<file path="config.mk">
export PLATFORM = sky130hd
export DESIGN_NAME = tcm_port_arbiter_flat
export DESIGN_NICKNAME = d
export VERILOG_FILES = /design/src/rtl/tcm_arb_pkg.sv /design/src/rtl/tcm_port_arbiter_if.sv /design/src/rtl/tcm_port_arbiter_rr_arb2.sv /design/src/rtl/tcm_port_arbiter.sv /design/src/flat_wrapper.sv
export SDC_FILE = /design/constraint.sdc
export NUM_CORES = 1
export LEC_CHECK = 0
export BUFFER_PORTS_ARGS = -buffer_cell sky130_fd_sc_hd__clkbuf_2
export CELL_PAD_IN_SITES_DETAIL_PLACEMENT = 1
export CELL_PAD_IN_SITES_GLOBAL_PLACEMENT = 1
export CORE_AREA = 2 2 170 172
export CTS_BUF_LIST = sky130_fd_sc_hd__clkbuf_8
export DETAILED_ROUTE_END_ITERATION = 10
export DIE_AREA = 0 0 172 174
export HOLD_SLACK_MARGIN = 0.1
export PLACE_DENSITY_LB_ADDON = 0.1
export SYNTH_ARGS = -nofsm -noshare
export SYNTH_HDL_FRONTEND = slang
export SYNTH_SLANG_ARGS = --single-unit
</file>
<file path="constraint.sdc">
create_clock -name clk -period 1.6 [get_ports clk]
set_clock_uncertainty 0.05 [all_clocks]
set_input_delay 0.08 -clock clk [delete_from_list [all_inputs] [get_ports clk]]
set_output_delay 0.08 -clock clk [all_outputs]
set_load 0.02 [all_outputs]
</file>
<file path="src/rtl/tcm_arb_pkg.sv">
// Shared types and constants for the two-port TCM arbiter.
package tcm_arb_pkg;
  localparam int NUM_PORTS = 2;
  localparam int DW        = 64;
  localparam int BEW       = DW / 8;
  localparam int DW_LSB    = $clog2(BEW);

  typedef struct packed {
    logic [31:0]    addr;
    logic           we;
    logic [DW-1:0]  wdata;
    logic [BEW-1:0] wbe;
  } tcm_req_t;

  // Doubleword index width for a TCM of the given byte size.
  function automatic int dw_idx_w(input int depth_bytes);
    return $clog2(depth_bytes) - DW_LSB;
  endfunction
endpackage

</file>
<file path="src/rtl/tcm_port_arbiter_if.sv">
// Requester-side bundle for tcm_port_arbiter; rsp_err exists only with TCM_ARB_RANGE_CHECK_EN.
interface tcm_port_arbiter_if;
  import tcm_arb_pkg::*;
  logic [NUM_PORTS-1:0]           req_vld;
  logic [NUM_PORTS-1:0]           req_rdy;
  logic [NUM_PORTS-1:0][31:0]     req_addr;
  logic [NUM_PORTS-1:0]           req_we;
  logic [NUM_PORTS-1:0][DW-1:0]   req_wdata;
  logic [NUM_PORTS-1:0][BEW-1:0]  req_wbe;
  logic [NUM_PORTS-1:0]           rsp_vld;
  logic [DW-1:0]                  rsp_rdata;
`ifdef TCM_ARB_RANGE_CHECK_EN
  logic                           rsp_err;
  modport master (output req_vld, req_addr, req_we, req_wdata, req_wbe,
                  input  req_rdy, rsp_vld, rsp_rdata, rsp_err);
  modport slave  (input  req_vld, req_addr, req_we, req_wdata, req_wbe,
                  output req_rdy, rsp_vld, rsp_rdata, rsp_err);
`else
  modport master (output req_vld, req_addr, req_we, req_wdata, req_wbe,
                  input  req_rdy, rsp_vld, rsp_rdata);
  modport slave  (input  req_vld, req_addr, req_we, req_wdata, req_wbe,
                  output req_rdy, rsp_vld, rsp_rdata);
`endif
endinterface

</file>
<file path="src/rtl/tcm_port_arbiter_rr_arb2.sv">
// Two-requester round-robin picker; the requester that did not win last time wins a tie.
module rr_arb2 (
  input  logic [1:0] req,
  input  logic       last,
  output logic [1:0] gnt,
  output logic       gid
);
  always_comb begin
    gid = 1'b0;
    case (req)
      2'b10:   gid = 1'b1;
      2'b11:   gid = ~last;
      default: gid = 1'b0;
    endcase
    gnt = req & (gid ? 2'b10 : 2'b01);
  end
endmodule

</file>
<file path="src/rtl/tcm_port_arbiter.sv">
// Round-robin sharing of one single-port 64-bit TCM between two requesters.
// Optional address window decode with TCM_ARB_RANGE_CHECK_EN.
module tcm_port_arbiter
  import tcm_arb_pkg::*;
#(
  parameter int          AW_TCM = 12,
  parameter logic [31:0] BASE   = 32'h9000_0000
) (
  input  logic               clk,
  input  logic               reset,
  tcm_port_arbiter_if.slave  bus,
  output logic               mem_cs,
  output logic               mem_we,
  output logic [AW_TCM-1:0]  mem_addr,
  output logic [DW-1:0]      mem_wdata,
  output logic [BEW-1:0]     mem_wbe,
  input  logic [DW-1:0]      mem_rdata
);
  logic       rr_last, rsp_pend, rsp_id;
  logic [1:0] gnt;
  logic       gid, accept, in_range;
  tcm_req_t   sel;

  rr_arb2 u_arb (.req(bus.req_vld), .last(rr_last), .gnt(gnt), .gid(gid));

  assign sel = '{addr: bus.req_addr[gid], we: bus.req_we[gid],
                 wdata: bus.req_wdata[gid], wbe: bus.req_wbe[gid]};

  assign accept      = |gnt;
  assign bus.req_rdy = gnt;

`ifdef TCM_ARB_RANGE_CHECK_EN
  logic rsp_err_q;
  logic unused_addr;
  assign in_range    = sel.addr[31:AW_TCM+DW_LSB] == BASE[31:AW_TCM+DW_LSB];
  assign unused_addr = ^sel.addr[DW_LSB-1:0];

  // Out-of-window requests still consume the response slot, flagged as errors.
  always_ff @(posedge clk or posedge reset)
    if (reset) rsp_err_q <= 1'b0;
    else       rsp_err_q <= accept & ~in_range;

  assign bus.rsp_err   = rsp_err_q;
  assign bus.rsp_rdata = rsp_err_q ? '0 : mem_rdata;
`else
  logic unused_addr;
  assign in_range      = 1'b1;
  assign unused_addr   = ^{sel.addr[31:AW_TCM+DW_LSB], sel.addr[DW_LSB-1:0]};
  assign bus.rsp_rdata = mem_rdata;
`endif

  assign mem_cs    = accept & in_range;
  assign mem_we    = accept & sel.we;
  assign mem_wbe   = accept ? sel.wbe : '0;
  assign mem_addr  = sel.addr[AW_TCM+DW_LSB-1:DW_LSB];
  assign mem_wdata = sel.wdata;

  always_ff @(posedge clk or posedge reset)
    if (reset) begin
      rr_last  <= 1'b1;
      rsp_pend <= 1'b0;
      rsp_id   <= 1'b0;
    end else begin
      rsp_pend <= accept;
      if (accept) begin
        rr_last <= gid;
        rsp_id  <= gid;
      end
    end

  // Decoded from registers so an async reset kills a pending response at once.
  assign bus.rsp_vld = {rsp_pend & rsp_id, rsp_pend & ~rsp_id};
endmodule

</file>
<file path="src/flat_wrapper.sv">
// flat-port wrapper written by rule: the top's interface ports become plain ports
module tcm_port_arbiter_flat import tcm_arb_pkg::*;
#(
  parameter int          AW_TCM = 12,
  parameter logic [31:0] BASE   = 32'h9000_0000
)
  (clk, reset, mem_cs, mem_we, mem_addr, mem_wdata, mem_wbe, mem_rdata, bus_req_vld, bus_req_addr, bus_req_we, bus_req_wdata, bus_req_wbe, bus_req_rdy, bus_rsp_vld, bus_rsp_rdata);
  tcm_port_arbiter_if bus_i ();
  input  logic clk;
  input  logic reset;
  output logic mem_cs;
  output logic mem_we;
  output logic [AW_TCM-1:0] mem_addr;
  output logic [DW-1:0] mem_wdata;
  output logic [BEW-1:0] mem_wbe;
  input  logic [DW-1:0] mem_rdata;
  input wire logic [$bits(bus_i.req_vld)-1:0] bus_req_vld;
  input wire logic [$bits(bus_i.req_addr)-1:0] bus_req_addr;
  input wire logic [$bits(bus_i.req_we)-1:0] bus_req_we;
  input wire logic [$bits(bus_i.req_wdata)-1:0] bus_req_wdata;
  input wire logic [$bits(bus_i.req_wbe)-1:0] bus_req_wbe;
  output wire logic [$bits(bus_i.req_rdy)-1:0] bus_req_rdy;
  output wire logic [$bits(bus_i.rsp_vld)-1:0] bus_rsp_vld;
  output wire logic [$bits(bus_i.rsp_rdata)-1:0] bus_rsp_rdata;
  assign bus_i.req_vld = bus_req_vld;
  assign bus_i.req_addr = bus_req_addr;
  assign bus_i.req_we = bus_req_we;
  assign bus_i.req_wdata = bus_req_wdata;
  assign bus_i.req_wbe = bus_req_wbe;
  assign bus_req_rdy = bus_i.req_rdy;
  assign bus_rsp_vld = bus_i.rsp_vld;
  assign bus_rsp_rdata = bus_i.rsp_rdata;
  tcm_port_arbiter #(.AW_TCM(AW_TCM), .BASE(BASE)) u_core (.clk(clk), .reset(reset), .bus(bus_i), .mem_cs(mem_cs), .mem_we(mem_we), .mem_addr(mem_addr), .mem_wdata(mem_wdata), .mem_wbe(mem_wbe), .mem_rdata(mem_rdata));
endmodule
</file>
## Word level (Yosys, flattened, before mapping)

Index checks and enable logic that the tools add are counted.

| storage, ports and cells | value |
|---|---|
| bits in registers | 3 |

| operators by class | value |
|---|---|
| order comparisons | 1 |
| mux-type cells | 11 |
| eq/ne operators | 2 |
| bitwise operators | 6 |
| reduce and logical (&&, ||, !) cells | 1 |

Operators with widths:

| cell | count |
|---|---|
| 2-to-1 mux 64 bit | 2 |
| 2-to-1 mux 15 bit | 2 |
| 2-to-1 mux 8 bit | 3 |
| equality test 2 bit, second input constant | 2 |
| bitwise AND 1 bit | 3 |
| bitwise AND 2 bit | 1 |
| < comparator 1 x 2 -> 1 bit, second input constant | 1 |
| 2-to-1 mux 1 bit | 2 |
| 2-to-1 mux 2 bit | 1 |
| inverter 1 bit | 2 |
| one-hot mux 1 bit (2 select lines) | 1 |
| OR reduction 2 bit | 1 |

## Longest topological paths before layout

Gate-level depths: netlist (run 1).

| depth | value |
|---|---|
| word-level depth | 6 |
| depth in mapped cells | 4 |
| gate-level depth less buffers | 2 |

## By module

A second synthesis (run 1) with hierarchy kept.

| unflattened totals | value |
|---|---|
| cell total of the unflattened synthesis | 183 |
| area, all modules | 1,765.4 µm² |

By module, submodules not included:

| module | area an instance (µm²) | instances | cells an instance | sequential area each (µm²) |
|---|---|---|---|---|
| tcm_port_arbiter | 1,739.2 | 1 | 179 | 76.3 |
| rr_arb2 | 26.3 | 1 | 4 | 0.0 |

## Worst setup path after synthesis (run 1)

Ideal clock, no wire load.

| timing | value |
|---|---|
| path type | reg-to-output |
| start | register u_core.rr_last |
| end | output mem_wbe[0] |
| stages on the path, launching flop included | 5 |
| buffers on the path | 2 |
| arrival | 1,238 ps |
| slack | 232 ps |
| cell sequence | dfstp_2 -> a21boi_4 -> buf_6 -> buf_2 -> a32o_1 |

| on the way | value |
|---|---|
| word-level cells in the longest chain between the ends | 6 |

Ends and longest elaborated chain:

| element | line | source |
|---|---|---|
| from (decl) | tcm_port_arbiter.sv:19 | `logic rr_last, rsp_pend, rsp_id;` |
| from (signal assigned) | tcm_port_arbiter.sv:66 | `rr_last <= gid;` |
| inverter 1 bit | tcm_port_arbiter_rr_arb2.sv:12 | `2'b11: gid = ~last;` |
| one-hot mux 1 bit (2 select lines) | tcm_port_arbiter_rr_arb2.sv:10 | `case (req)` |
| 2-to-1 mux 2 bit | tcm_port_arbiter_rr_arb2.sv:15 | `gnt = req & (gid ? 2'b10 : 2'b01);` |
| bitwise AND 2 bit | tcm_port_arbiter_rr_arb2.sv:15 |  |
| net bus_req_rdy[1] | flat_wrapper.sv:22 | `output wire logic [$bits(bus_i.req_rdy)-1:0] bus_req_rdy;` |
| OR reduction 2 bit | tcm_port_arbiter.sv:29 | `assign accept = \|gnt;` |
| 2-to-1 mux 8 bit | tcm_port_arbiter.sv:54 | `assign mem_wbe = accept ? sel.wbe : '0;` |
| to (decl) | flat_wrapper.sv:15 | `output logic [BEW-1:0] mem_wbe;` |

The timed path passes the listed nets, and every way through them passes these cells. The select of a mux whose other input is x is not followed.

## Worst setup path in the final report (run 1)

| timing | value |
|---|---|
| start | register u_core.rr_last |
| end | output mem_wbe[1] |

| on the way | value |
|---|---|
| word-level cells in the longest chain between the ends | 6 |

Ends and longest elaborated chain:

| element | line |
|---|---|
| inverter 1 bit * | tcm_port_arbiter_rr_arb2.sv:12 |
| one-hot mux 1 bit (2 select lines) * | tcm_port_arbiter_rr_arb2.sv:10 |
| 2-to-1 mux 2 bit | tcm_port_arbiter_rr_arb2.sv:15 |
| bitwise AND 2 bit | tcm_port_arbiter_rr_arb2.sv:15 |
| OR reduction 2 bit | tcm_port_arbiter.sv:29 |
| 2-to-1 mux 8 bit * | tcm_port_arbiter.sv:54 |

Every way passes the cells marked *; elsewhere a longest branch is shown, timed or not. The select of a mux whose other input is x is not followed.

==> impl_metrics.yaml, run 1 <==
status:
  status: "complete, but fails checks"
  violations: "negative setup slack"
layout:
  final_cells: 764
  area_delta_synth_final_pct: 89.3
  antenna-diode-count: 0
  nNetsFinal: 659
  regArea_sq_um: 76.3
  multiInputGateArea_sq_um: 1080
  drive_gt1_share_pct: 93.7
  fill_cells: 3466
  final_util_pct: 11.6
setup_path:
  cp_slowest_cell: "dfstp_2"
  cp-startpoint: "u_core.rr_last$_DFFE_PP1P_"
  reg2reg_from: "u_core.rr_last$_DFFE_PP1P_"
  worst_path_dominant_cell_family: "buffers and inverters"
  worst-path-buf-inv: 4
  crit_cells: 6
  crit_path_start_kind: "flip-flop"
  critPathRequiredTime_ns: 1.47
  reg2reg_to: "u_core.rsp_id$_DFFE_PP0P_"
  cpPeakStageDelay_ns: 0.56
  cp.arrival_ns: 1.65
  reg2reg_slack_ns: 0.31
  path_class: "reg2out"
  crit_end: "mem_wbe[1]"
  cp-end-kind: "output port"
  r2r_cells: 4
  crit_top_cell: "buf_12"
  crit_chain: "a21boi_4, buf_12, buf_12, buf_6, a32o_1, buf_4"
  worstPathMaxFanout: 19
die:
  die_h_um: 174
  core_area_sq_um: 28200
  fp.dieW_um: 172
  start_util_pct: 6.13
  pin_count: 432
  rows: 62
  dieArea_sq_um: 29900
drt:
  drtAntennaViolNets: 0
  via_count: 2125
  wirelength_um: 8540
  drtIter0Drc: 10
  drtPass1Iterations: 2
  viasPerCell: 2.78
  drc: 0
  wl_per_cell_um: 11.2
sta:
  finalSetupViolations: 85
  period_needed_ns: 1.78
  worst_slack_ns: -0.179
  max_freq_mhz: 562
  rsz0062_at_grt: "yes"
  period_share_pct: 111
  hold_viol_final: 0
  final.setup.tns_ns: -12.44
  relSlewSlack_pct: 89.4
  finalMaxSlewViolations: 0
  tightest_slew_ns: 0.160
synthesis:
  ys_seq_area_share_pct: 4.41
  syn_avg_cell_area_sq_um: 9.95
  synthTopCellsByArea: "mux2_2 37%, buf_4 30%, mux2_4 16%"
  post-synth-top-count-cell: "buf_4"
  netlist_instances: 174
  synth_top_flop_cell: "dfrtp_1"
  synth_edf_count: 0
  synth_top_area_share_pct: 37.1
  synth_area_sq_um: 1730
  ys_warn_count: 0
  yosys.area.top_type: "mux2_2"
  ys_types: 18
  synth_fp_nets: 452
  synth.ff_latch_count: 3
  synthArstFlopShare_pct: 100
  synth_common_cells: "69 x buf_4, 57 x mux2_2, 19 x mux2_4"
job:
  max_cap_violations: 0
clocking:
  clk_pin_slew_ns: 0.03
  clkSinkCount: 3
  cts.htree.levels: 1
  cts-buffers-inserted: 3
  clock_latency_ns: 0.21
  cts_tree: "done"
  root_buffer: "clkbuf_8"
  clockBufferDepth: 2
worst_hold_path:
  hp-class: "in2out"
placement:
  dpl.cell_count: 751
  io_buffer_count: 263
  detailedPlacementHpwl_um: 7160
  gp_congestion: 0.689
  place_ws_ns: 0.0367
grt:
  grt_pass1_vias: 2230
  grt_usage_pct: 4.56
  grt_first_pass_wirelength_um: 10900
  antenna_found_initial: 0
  grt_max_degree: 44
  grt_overflow: 0
power_and_ir_drop:
  p_per_area_nw_per_um2: 471
  cellLeakagePower_nw: 1.69
  vdd_drop_max_mv: 0.132
==> through the flow <==
step	cell area (sq um)	total power, mW	hold slack, ns
2_1_floorplan	1730	1.02	-0.217
3_3_place_gp	3030	1.25	-0.112
3_5_place_dp	3030	1.25	-0.109
4_1_cts	3100	1.48	0.110
5_1_grt	3280	1.66	0.110
6_report	3280	1.54	0.110
==> power by group <==
| group | internal (mW) | total, mW | switching (mW) |
|---|---|---|---|
| Combinational | 0.631 | 1.24 | 0.604 |
| Clock | 0.163 | 0.212 | 0.0487 |
| Sequential | 0.0875 | 0.0953 | 0.00784 |
| Total | 0.882 | 1.54 | 0.661 |
==> placed cells by master, fill, tap and decap left out <==
cell             n
a21boi_4         1
a21o_1           1
a21oi_1          1
a32o_1           9
and2_1           2
buf_12           3
buf_2           21
buf_4           11
buf_6           11
clkbuf_16        2
clkbuf_2       225
clkbuf_4         1
clkbuf_8         3
dfrtp_1          2
dfstp_2          1
dlygate4sd3_1    3
inv_1            3
mux2_2          57
mux2_4          19
nand2b_1         1
nor2_1           1
nor2b_1          1
or2_2            1
==> worst min-delay path by stage <==
stage               cells past startpoint           from  slack [ns]                        end
floorplan                               1          reset       -0.22  u_core.rsp_id$_DFFE_PP0P_
global placement                        2          reset       -0.11  u_core.rsp_pend$_DFF_PP0_
detailed placement                      2          reset       -0.11  u_core.rsp_pend$_DFF_PP0_
CTS                                     0   mem_rdata[0]        0.11           bus_rsp_rdata[0]
global route                            0  mem_rdata[48]        0.11          bus_rsp_rdata[48]
finish                                  0   mem_rdata[1]        0.11           bus_rsp_rdata[1]
==> sequential cells by signal (all words and copies together) (netlist names) <==
signal,cells
u_core.rr_last,1
u_core.rsp_id,1
u_core.rsp_pend,1
==> area by class of cell <==
type	count	share of cell area [%]
Inverter	2	0.229
Timing Repair Buffer	277	48.4
Multi-Input combinational cell	94	33.1
Clock buffer	3	1.26
Clock inverter	1	0.115
Tap cell	384	14.7
Sequential cell	3	2.33
==> cell families after synthesis <==
logic type,after synthesis,share of synthesized area [%]
and+or+nand+nor,6,2.02
AOI/OAI and AO/OA,12,7.01
muxes,76,53.5
DFF,3,4.41
buffers and inverters,77,33.0
==> layer usage <==
layer  wire (um)  up-vias  global-route usage (%)
li1            -      965                       -
met2        4520      190                    9.72
met1        2580      962                    3.36
met3        1270        8                    2.12
met4         169        0                    1.51
met5           0        -                       0
==> what timing repair did <==
action                                 in CTS  in global routing
gates cloned                                0                  3
hold buffers                                3                  0
resized for setup                           1                 65
endpoints found under the hold margin       4                  0
pin swaps                                   0                  1
setup endpoints to repair                  83                 86
buffers inserted                            0                  3
==> worst reg2reg max path, cell delays in order (launching register included) <==
cell and delay (ns):
dfstp_2 0.56, a21boi_4 0.07, buf_12 0.15, clkbuf_16 0.19, a21o_1 0.17
Note: power is estimated with default switching activity, not from simulation.
==> run 2: changes to the inputs <==
Settings changed: CTS_BUF_LIST sky130_fd_sc_hd__clkbuf_8 to sky130_fd_sc_hd__clkbuf_16.
==> run 2 against run 1 <==
Net effect:
- the run still ends with negative setup slack left
- hold slack did not move
- non-clock buffer count is 2 lower
- global-route usage barely moved
- total power is 11% higher
- first-iteration DRC count increased by 10%
- largest power group unchanged
- worst setup slack got worse by 0.0018 ns
- cell count shrank 0.26%
- via count shrank 0.33%
- core utilization is essentially flat
- combinational power is essentially flat
- clock power grew 83%
- count of clock-buffer cells in the layout unchanged
==> impl_metrics.yaml, run 2 (synthesized netlist as in run 1, its figures left out) <==
sta:
  max_freq_mhz: 562
  finalSetupViolations: 85
  finalMaxSlewViolations: 0
  final.setup.tns_ns: -12.67
  period_needed_ns: 1.78
  worst_slack_ns: -0.181
  hold_viol_final: 0
  relSlewSlack_pct: 89.4
  period_share_pct: 111
  tightest_slew_ns: 0.160
  rsz0062_at_grt: "yes"
  hold_ws_ns: 0.110
clocking:
  cts-buffers-inserted: 3
  cts.htree.levels: 1
  cts_tree: "done"
  clkSinkCount: 3
  clk_pin_slew_ns: 0.03
  clock_latency_ns: 0.22
  root_buffer: "clkbuf_16"
  clockBufferDepth: 2
drt:
  drtPass1Iterations: 2
  via_count: 2118
  drtAntennaViolNets: 0
  drc: 0
  wl_per_cell_um: 11.2
  drtIter0Drc: 11
  wirelength_um: 8530
  viasPerCell: 2.78
status:
  violations: "negative setup slack"
  status: "complete, but fails checks"
grt:
  grt_first_pass_wirelength_um: 10900
  grt_overflow: 0
  grt_max_degree: 44
  grt_pass1_vias: 2232
  antenna_found_initial: 0
  grt_usage_pct: 4.56
setup_path:
  path_class: "reg2out"
  cpPeakStageDelay_ns: 0.55
  crit_top_cell: "buf_12"
  worstPathMaxFanout: 19
  cp-end-kind: "output port"
  crit_path_start_kind: "flip-flop"
  cp.arrival_ns: 1.65
  cp_slowest_cell: "dfstp_2"
  crit_chain: "a21boi_4, buf_12, buf_12, buf_6, a32o_1, buf_4"
  critPathRequiredTime_ns: 1.47
layout:
  antenna-diode-count: 0
  design_area_sq_um: 3290
  final_util_pct: 11.6
  fill_cells: 3466
  drive_gt1_share_pct: 93.9
  nNetsFinal: 657
  final_cell_mix: "226 x clkbuf_2, 57 x mux2_2, 21 x buf_2"
  top_regs: "u_core.rr_last (1), u_core.rsp_id (1), u_core.rsp_pend (1)"
  final_common_cell: "clkbuf_2"
  area_delta_synth_final_pct: 89.9
  final_cells: 762
worst_hold_path:
  hp-class: "in2out"
die:
  rows: 62
  dieArea_sq_um: 29900
  fp.dieW_um: 172
  die_h_um: 174
  pin_count: 432
  core_area_sq_um: 28200
  start_util_pct: 6.13
job:
  max_cap_violations: 0
placement:
  dpl.cell_count: 751
  detailedPlacementHpwl_um: 7160
  place_ws_ns: 0.0367
  placed_area_sq_um: 3030
  gp_congestion: 0.689
  io_buffer_count: 263
power_and_ir_drop:
  p_total_mw: 1.71
  vdd_drop_max_mv: 0.173
  p_per_area_nw_per_um2: 519
  cellLeakagePower_nw: 1.70
run 2: changes by cell type in the layout (fill, tap and decap cells not counted), sizes merged:
cell and change:
buf -2, clkbuf +1, dlygate4sd3 -1
run 2: path summary, 6_finish.rpt:
check                                           start                         end  depth (start not counted)  slack (ns)
setup / recovery           u_core.rr_last$_DFFE_PP1P_                  mem_wbe[1]                          6       -0.18
hold / removal                           mem_rdata[1]            bus_rsp_rdata[1]                          0        0.11
setup reg to reg           u_core.rr_last$_DFFE_PP1P_   u_core.rsp_id$_DFFE_PP0P_                          4        0.31
hold reg to reg             u_core.rsp_id$_DFFE_PP0P_   u_core.rsp_id$_DFFE_PP0P_                          1        0.46
max in group asynchronous                       reset  u_core.rr_last$_DFFE_PP1P_                          3        1.09
min in group asynchronous                       reset   u_core.rsp_pend$_DFF_PP0_                          3        0.20
run 2: report_power, final:
part | switching [mW] | internal (mW)
Clock | 0.0656 | 0.322
Combinational | 0.603 | 0.623
Sequential | 0.00771 | 0.0875
run 2: per-layer routing:
metal	track usage (%)	share of wire, %	vias up
li1	-	-	964
met5	0	0	-
met1	3.36	30	956
met3	2.12	15	8
met2	9.74	53	190
met4	1.51	2.0	0
run 2: cell type report:
type | count | area, sq um | area share (%)
Timing Repair Buffer | 275 | 1560 | 47.5
Clock inverter | 1 | 3.75 | 0.114
Multi-Input combinational cell | 94 | 1080 | 33.0
Tap cell | 384 | 480 | 14.6
Inverter | 2 | 7.51 | 0.228
Clock buffer | 3 | 75.1 | 2.28
Sequential cell | 3 | 76.3 | 2.32
run 2: timing repair:
| action | 4_1_cts | 5_1_grt |
|---|---|---|
| gates resized for setup | 1 | 62 |
| cloned | 0 | 3 |
| endpoints found under the setup margin | 84 | 86 |
| pin swaps | 0 | 1 |
| buffers inserted | 0 | 2 |
| hold buffers | 2 | 0 |
| hold endpoints to repair | 5 | 0 |
run 2: worst max-delay path, delay by kind of cell, from the launching register on:
family	cells	cell delay (ns)
AO/OA/AOI/OAI	2	0.27
buffers and inverters	4	0.60
flip-flops	1	0.55
==> run 3: changes to the inputs <==
Settings changed: BUFFER_PORTS_ARGS -buffer_cell sky130_fd_sc_hd__clkbuf_2 to unset, CORE_AREA 2 2 170 172 to 2 2 169 171, DIE_AREA 0 0 172 174 to 0 0 171 173, DONT_BUFFER_PORTS set to 1, GPL_ROUTABILITY_DRIVEN set to 0.
==> run 3 against run 2 <==
Net effect:
- the run still ends with negative setup slack left
- wire length down 13%
- maximum frequency increased by 7.0%
- sequential power shrank 0.9%
- non-clock buffer count down 257
- flip-flop and latch count stayed put
- clock power hardly changed
- count of clock-buffer cells in the layout is the same
- global-route usage decreased by 0.10 points
- total power down 12%
- cell count down 34%
- critical endpoint is now mem_wdata[25]
- largest power group unchanged
==> impl_metrics.yaml, run 3 (synthesized netlist as in run 1, its figures left out) <==
status:
  status: "complete, but fails checks"
  violations: "negative setup slack"
layout:
  top_regs: "u_core.rr_last (1), u_core.rsp_id (1), u_core.rsp_pend (1)"
  drive_gt1_share_pct: 86.8
  design_area_sq_um: 2270
  final_cell_mix: "76 x mux2_4, 9 x a32o_2, 7 x buf_16"
  nNetsFinal: 400
  final_common_cell: "mux2_4"
  fill_cells: 3263
  area_delta_synth_final_pct: 31.3
die:
  die_h_um: 173
  start_util_pct: 6.27
  dieArea_sq_um: 29600
  rows: 61
  fp.dieW_um: 171
  core_area_sq_um: 27600
  pin_count: 432
sta:
  relSlewSlack_pct: 61.7
  rsz0062_at_grt: "yes"
  period_needed_ns: 1.66
  hold_viol_final: 0
  finalMaxSlewViolations: 0
  worst_slack_ns: -0.0638
  period_share_pct: 104
  finalSetupViolations: 76
  max_freq_mhz: 601
  tightest_slew_ns: 0.573
clocking:
  clock_latency_ns: 0.22
  clockBufferDepth: 2
  cts.htree.levels: 1
  cts_tree: "done"
  root_buffer: "clkbuf_16"
  clk_pin_slew_ns: 0.03
  clkSinkCount: 3
  cts-buffers-inserted: 3
setup_path:
  crit_path_start_kind: "flip-flop"
  path_class: "reg2out"
  r2r_cells: 4
  critPathRequiredTime_ns: 1.47
  worstPathMaxFanout: 7
  cp.arrival_ns: 1.53
  cp-end-kind: "output port"
power_and_ir_drop:
  p_per_area_nw_per_um2: 662
  vdd_drop_max_mv: 0.247
  cellLeakagePower_nw: 0.920
  p_total_mw: 1.51
drt:
  dr_wl_met2_um: 4170
  highest-signal-layer: "met4"
  m1WireLength_um: 2140
  via_count: 1193
  wl_met3_um: 1050
  viasPerCell: 2.39
  drtPass1Iterations: 2
  drc: 0
  drtAntennaViolNets: 0
  wl_per_cell_um: 14.8
  wirelength_um: 7420
  drtIter0Drc: 11
job:
  max_cap_violations: 0
grt:
  grt_pass1_vias: 1286
  grt_max_degree: 15
  grt_first_pass_wirelength_um: 9310
  antenna_found_initial: 0
  grt_usage_pct: 4.46
  grt_overflow: 0
placement:
  placed_area_sq_um: 1680
  place_ws_ns: -0.00389
  detailedPlacementHpwl_um: 5240
  io_buffer_count: 0
worst_hold_path:
  hp-class: "in2out"
  holdPathStages: 0
## run 3: cell types whose count changed in the layout (fill, tap and decap cells not counted), sizes merged
cell | before | now
buf | 44 | 14
clkbuf | 232 | 3
diode | 0 | 1
dlygate4sd3 | 2 | 4
## run 3: worst paths after layout
| check | startpoint | end | slack [ns] |
|---|---|---|---|
| hold / removal | mem_rdata[1] | bus_rsp_rdata[1] | 0.11 |
| max in group asynchronous | reset | u_core.rr_last$_DFFE_PP1P_ | 1.12 |
| setup / recovery | u_core.rr_last$_DFFE_PP1P_ | mem_wdata[25] | -0.06 |
| hold reg to reg | u_core.rsp_id$_DFFE_PP0P_ | u_core.rsp_id$_DFFE_PP0P_ | 0.44 |
| min in group asynchronous | reset | u_core.rsp_id$_DFFE_PP0P_ | 0.16 |
| setup reg to reg | u_core.rr_last$_DFFE_PP1P_ | u_core.rr_last$_DFFE_PP1P_ | 0.13 |
## run 3: area by class of cell
class,count,area (sq um),area share (%)
repair buffers,18,327,14.4
flip-flops and latches,3,76.3,3.36
clock inverters,1,3.75,0.165
inverters,2,7.51,0.330
clock buffers,3,75.1,3.30
multi-input cells,94,1310,57.6
diodes,1,2.50,0.110
well taps,378,473,20.8
## run 3: where the power goes
| part | leakage (nW) | internal [mW] | total (mW) | switching (mW) |
|---|---|---|---|---|
| combinational | 0.845 | 0.477 | 1.02 | 0.543 |
| clock | 0.0423 | 0.322 | 0.391 | 0.0692 |
| sequential | 0.0323 | 0.0874 | 0.0943 | 0.00689 |
## run 3: per-stage QoR
step | util [%] | TNS [ns] | cells | hold slack, ns
global placement | 6.06 | 0 | 480 | -0.196
floorplan | - | 0 | 174 | -0.217
finish | 8.23 | -2.71 | 500 | 0.110
CTS | 8.07 | -5.72 | 498 | 0.110
global route | 8.22 | -6.92 | 499 | 0.110
detailed placement | 6.06 | -0.00594 | 480 | -0.192
## run 3: what timing repair did
item / in CTS / in global routing
endpoints found under the setup margin: 85 / 85
buffers inserted: 4 / 1
pin swaps: 1 / 1
hold endpoints to repair: 6 / 0
hold buffers: 4 / 0
gates cloned: 7 / 0
resized for setup: 71 / 9
## run 3: worst max-delay path, cell delays in order, from the launching register on
cell and delay (ns):
dfstp_2 0.55, a21boi_4 0.07, buf_12 0.16, buf_16 0.16
mux2_4 0.36
## run 3: routing by layer
| metal | vias up | GRT usage, % |
|---|---|---|
| li1 | 450 | - |
| met5 | - | 0 |
| met4 | 0 | 0.636 |
| met1 | 537 | 3.84 |
| met3 | 16 | 2.17 |
| met2 | 190 | 9.16 |
